--- src/rtl/mem_arbiter.sv ---
// Two-port arbiter in front of a single-ported data_memory: one write per cycle or one read per two cycles.
// Define MEM_ARBITER_ROUND_ROBIN_EN for round-robin arbitration; the default is fixed priority to port 0.
module mem_arbiter #(
  parameter int WORD_SIZE = 16
) (
  input  logic                 clk,
  input  logic                 reset,
  input  logic                 req0,
  input  logic                 req1,
  input  logic                 we0,
  input  logic                 we1,
  input  logic [WORD_SIZE-1:0] addr0,
  input  logic [WORD_SIZE-1:0] addr1,
  input  logic [WORD_SIZE-1:0] wdata0,
  input  logic [WORD_SIZE-1:0] wdata1,
  output logic                 gnt0,
  output logic                 gnt1,
  output logic                 rvalid0,
  output logic                 rvalid1,
  output logic [WORD_SIZE-1:0] rdata0,
  output logic [WORD_SIZE-1:0] rdata1,
  output logic [WORD_SIZE-1:0] mem_addr,
  output logic [WORD_SIZE-1:0] mem_val,
  output logic                 mem_get,
  output logic                 mem_set,
  input  logic [WORD_SIZE-1:0] mem_out
);

  typedef enum logic {IDLE, READ_WAIT} state_t;

  state_t               state, state_nxt;
  logic                 owner, owner_nxt;   // port that owns the outstanding read
  logic [WORD_SIZE-1:0] rdata0_q, rdata1_q;
  logic                 sel;                // winning port when a grant is issued
  logic                 grant;
  logic                 sel_we;

`ifdef MEM_ARBITER_ROUND_ROBIN_EN
  logic ptr;  // port that wins the next contention

  always_ff @(posedge clk) begin
    if (reset)      ptr <= 1'b0;
    else if (grant) ptr <= ~sel;
  end

  assign sel = (req0 && req1) ? ptr : req1;
`else
  assign sel = ~req0;
`endif

  assign grant  = (state == IDLE) && (req0 || req1) && !reset;
  assign sel_we = sel ? we1 : we0;

  always_comb begin
    state_nxt = state;
    owner_nxt = owner;
    gnt0      = 1'b0;
    gnt1      = 1'b0;
    rvalid0   = 1'b0;
    rvalid1   = 1'b0;
    mem_addr  = '0;
    mem_val   = '0;
    mem_get   = 1'b0;
    mem_set   = 1'b0;
    case (state)
      IDLE: begin
        if (grant) begin
          gnt0     = ~sel;
          gnt1     = sel;
          mem_addr = sel ? addr1 : addr0;
          mem_val  = sel ? wdata1 : wdata0;
          mem_set  = sel_we;
          mem_get  = ~sel_we;
          if (!sel_we) begin
            state_nxt = READ_WAIT;
            owner_nxt = sel;
          end
        end
      end
      READ_WAIT: begin
        // A reset landing here drops the read without a response.
        if (!reset) begin
          rvalid0   = ~owner;
          rvalid1   = owner;
          state_nxt = IDLE;
        end
      end
      default: state_nxt = IDLE;
    endcase
  end

  assign rdata0 = rvalid0 ? mem_out : rdata0_q;
  assign rdata1 = rvalid1 ? mem_out : rdata1_q;

  always_ff @(posedge clk) begin
    if (reset) begin
      state    <= IDLE;
      owner    <= 1'b0;
      rdata0_q <= '0;
      rdata1_q <= '0;
    end else begin
      state <= state_nxt;
      owner <= owner_nxt;
      if (rvalid0) rdata0_q <= mem_out;
      if (rvalid1) rdata1_q <= mem_out;
    end
  end

endmodule

--- config.mk ---
export PLATFORM = sky130hd
export DESIGN_NAME = mem_arbiter
export DESIGN_NICKNAME = d
export VERILOG_FILES = /design/src/rtl/mem_arbiter.sv
export SDC_FILE = /design/constraint.sdc
export NUM_CORES = 1
export LEC_CHECK = 0
export ABC_CLOCK_PERIOD_IN_PS = 2150
export CAP_MARGIN = 20
export CORE_MARGIN = 2
export CORE_UTILIZATION = 34
export DETAILED_ROUTE_END_ITERATION = 10
export PLACE_DENSITY = 0.81
export SYNTH_ARGS = -nofsm -noshare
export SYNTH_HDL_FRONTEND = slang
export SYNTH_SLANG_ARGS = --single-unit
--- constraint.sdc ---
create_clock -name clk -period 2.15 [get_ports clk]
set_clock_uncertainty 0.05 [all_clocks]
set_input_delay 0.215 -clock clk [delete_from_list [all_inputs] [get_ports clk]]
set_output_delay 0.215 -clock clk [all_outputs]
set_load 0.01 [all_outputs]
==> impl_metrics.csv <==
group,metric,value,unit
status,status,"finished, final reports clean",
route,vias,2398,
route,via_per_inst,5.027,
global_route,grt_max_degree,30,
pwr,p_per_area,417.4,nW/um^2
yosys,synth_nets,322,
sta,final-max-slew-violation-count,0,
yosys,yosysTopAreaCell,"dfxtp_1",
floorplan,dieArea,6615,sq um
final_layout,nFillCells,512,
setup_path,critPathTopFamily,"buffers and inverters",
setup_path,worstSetupStartpoint,"state",
sta,finalCriticalPeriod,2.117,ns
setup_path,r2r-end,"rdata1_q[14]",
placement,dp_hpwl,5338,microns
pwr,leakage,0.001866,uW
floorplan,rows,28,
setup_path,worst-r2r-setup-slack,0.79,ns
global_route,grt_pass1_vias,2283,
setup_path,startpoint_type,"register",
clocking,cts_made_buffers,5,
global_route,grt_pass1_wl,10830,microns
route,antenna_left,0,
clocking,cts_tree,"built",
setup_path,cp-end-kind,"primary output",
floorplan,die_x,81.33,microns
setup_path,cp_max_fo,8,
global_route,antenna_found_initial,0,
clocking,postCtsHoldBufs,0,
yosys,syn_area,2033,sq um
yosys,synthTopCellsByCount,"nand2_1 (67), dfxtp_1 (34), a21oi_1 (32), a22o_1 (32), mux2_2 (22)",
sta,slew_headroom,0.6106,
final_layout,area_growth,92.12,%
clocking,cts.clk_slew.worst_paths,0.07,ns
global_route,grt-ovfl-total,0,
placement,gp_congestion,0.7328,
yosys,syn_avg_cell_area,8.615,sq um
sta,layout_worst_path_cycle_share,0.9846,
yosys,ys_seq_area_frac,0.3348,
yosys,synthCells,236,
yosys,synth_edf_count,0,
yosys,netlist-cell-type-count,22,
final_layout,fin_nets,487,
sta,worst_pin_slew,0.5826,ns
setup_path,cp.required,1.88,ns
sta,hold_viol_final,0,
route,drtIter0Drc,52,
worst_hold_path,hold_path_class,"register to register",
route,drt-total-wl,7258,microns
placement,numPortBuffers,155,
floorplan,core_area,5851,sq um
final_layout,drive_gt1_frac,0.1741,
placement,numPlacedInstances,462,
yosys,ys_warn_count,0,
route,drt_pass1_iterations,6,
floorplan,io_pins,156,
sta,setup_viol,0,
yosys,async_flop_share,0,
global_route,grt_usage,0.2159,
job,maxCapViolations,0,
floorplan,die_h,81.33,microns
yosys,ys_seq_elements,34,
setup_path,max_stage_delay,0.48,ns
setup_path,critPathKind,"register to primary output",
clocking,cts.sinks,34,
final_layout,final_cells,477,
clocking,root_buffer,"clkbuf_8",
yosys,yosysMostFrequentCell,"nand2_1",
placement,pre_cts_slack,-0.2024,ns
route,drc_errors,0,
setup_path,r2r_start,"state",
sta,worst_slack,0.03310,ns
setup_path,path_buf_inv,2,
clocking,clockBufferDepth,2,
setup_path,cp-endpoint,"rdata1[2]",
sta,max_freq,472.4,MHz
floorplan,initial_core_util,0.3475,
setup_path,cp.arrival,1.85,ns
pwr,p_total,1631,uW
setup_path,r2r_cells,4,
setup_path,crit_path_top_delay_cell,"clkdlybuf4s50_1",
clocking,cts_max_level,2,
setup_path,crit_cells,5,
yosys,synth_top_area_share,0.3348,
yosys,synth_ff_type,"dfxtp_1",
yosys,synthTopCellsByArea,"dfxtp_1 (33%), a22o_1 (14%), nand2_1 (12%)",
pwr,ir_drop,0.2714,mV
sta,fin_setup_tns,0,ns
route,wl_per_cell,15.22,microns
setup_path,path_cells,"and2_4 -> nand2b_4 -> buf_12 -> mux2_2 -> clkdlybuf4s50_1",
clocking,insertion_delay,0.28,ns
final_layout,num_antenna_cells,0,
[how the worst min path moves through the flow]
stage            startpoint            to  slack [ns]  depth (start not counted)
2_1_floorplan           we1         owner        0.28                          1
3_3_place_gp    rdata1_q[4]   rdata1_q[4]        0.39                          2
3_5_place_dp    rdata1_q[2]   rdata1_q[2]        0.39                          2
4_1_cts         rdata1_q[2]   rdata1_q[2]        0.40                          2
5_1_grt        rdata1_q[15]  rdata1_q[15]        0.43                          2
6_report        rdata1_q[2]   rdata1_q[2]        0.40                          2
[stage by stage]
step / util / instance area (sq um) / hold WS [ns]
floorplan: - / 2033 / 0.2759
global placement: 0.6390 / 3739 / 0.3884
detailed placement: 0.6390 / 3739 / 0.3921
CTS: 0.6653 / 3892 / 0.4010
global route: 0.6677 / 3906 / 0.4252
finish: 0.6677 / 3906 / 0.4001
[state kept, by name (all words and copies together), names as in the netlist]
name,cells
state,1
owner,1
rdata1_q,16
rdata0_q,16
[per-layer routing]
metal  global-route usage  share of wire  up-vias
li1                     -              -     1164
met2               0.4254           0.53      112
met4              0.07627          0.020        0
met5                    0              0        -
met3              0.07111          0.085       12
met1               0.2043           0.36     1110
[cell usage in the layout, fill, tap and decap left out, types with 3 or more instances in the layout]
| cell | synthesis | routed |
|---|---|---|
| clkdlybuf4s50_1 | 0 | 90 |
| clkbuf_8 | 0 | 6 |
| dlymetal6s2s_1 | 0 | 5 |
| mux2_2 | 22 | 22 |
| dfxtp_1 | 34 | 32 |
| a21oi_1 | 32 | 32 |
| dlygate4sd2_1 | 0 | 60 |
| buf_4 | 1 | 16 |
| buf_12 | 0 | 4 |
| a22o_1 | 32 | 32 |
| nand2_1 | 67 | 67 |
| a211oi_1 | 3 | 3 |
| mux2_4 | 10 | 10 |
[logic make-up after synthesis]
logic type / after synthesis / share of synthesized area
compound gates: 69 / 0.2326
buf+inv: 23 / 0.06462
simple gates: 78 / 0.1723
flops: 34 / 0.3348
mux: 32 / 0.1957
[worst reg2reg max path: stages, from the launching register on]
cell,delay (ns)
dfxtp_4,0.37
buf_4,0.15
nand2_1,0.44
nand2_1,0.12
a21oi_1,0.16
[what timing repair did]
| action | in CTS | in global routing |
|---|---|---|
| cloned | 4 | 0 |
| pin swaps | 1 | 0 |
| resized for setup | 64 | 6 |
| setup endpoints to repair | 67 | 6 |
| buffers inserted | 3 | 0 |
[where the power goes]
part	internal [uW]	switching, uW
Combinational	304	184
Sequential	647	11.0
Clock	258	226
[area by class of cell]
class | instances | area [sq um] | area share
repair buffers | 179 | 1793 | 0.4590
clock inverters | 1 | 5.005 | 0.001281
flip-flops and latches | 34 | 685.7 | 0.1755
multi-input cells | 179 | 1235 | 0.3161
well taps | 75 | 93.84 | 0.02402
inverters | 2 | 7.507 | 0.001922
clock buffers | 7 | 86.33 | 0.02210
No activity file was read; power rests on OpenSTA's default activity.
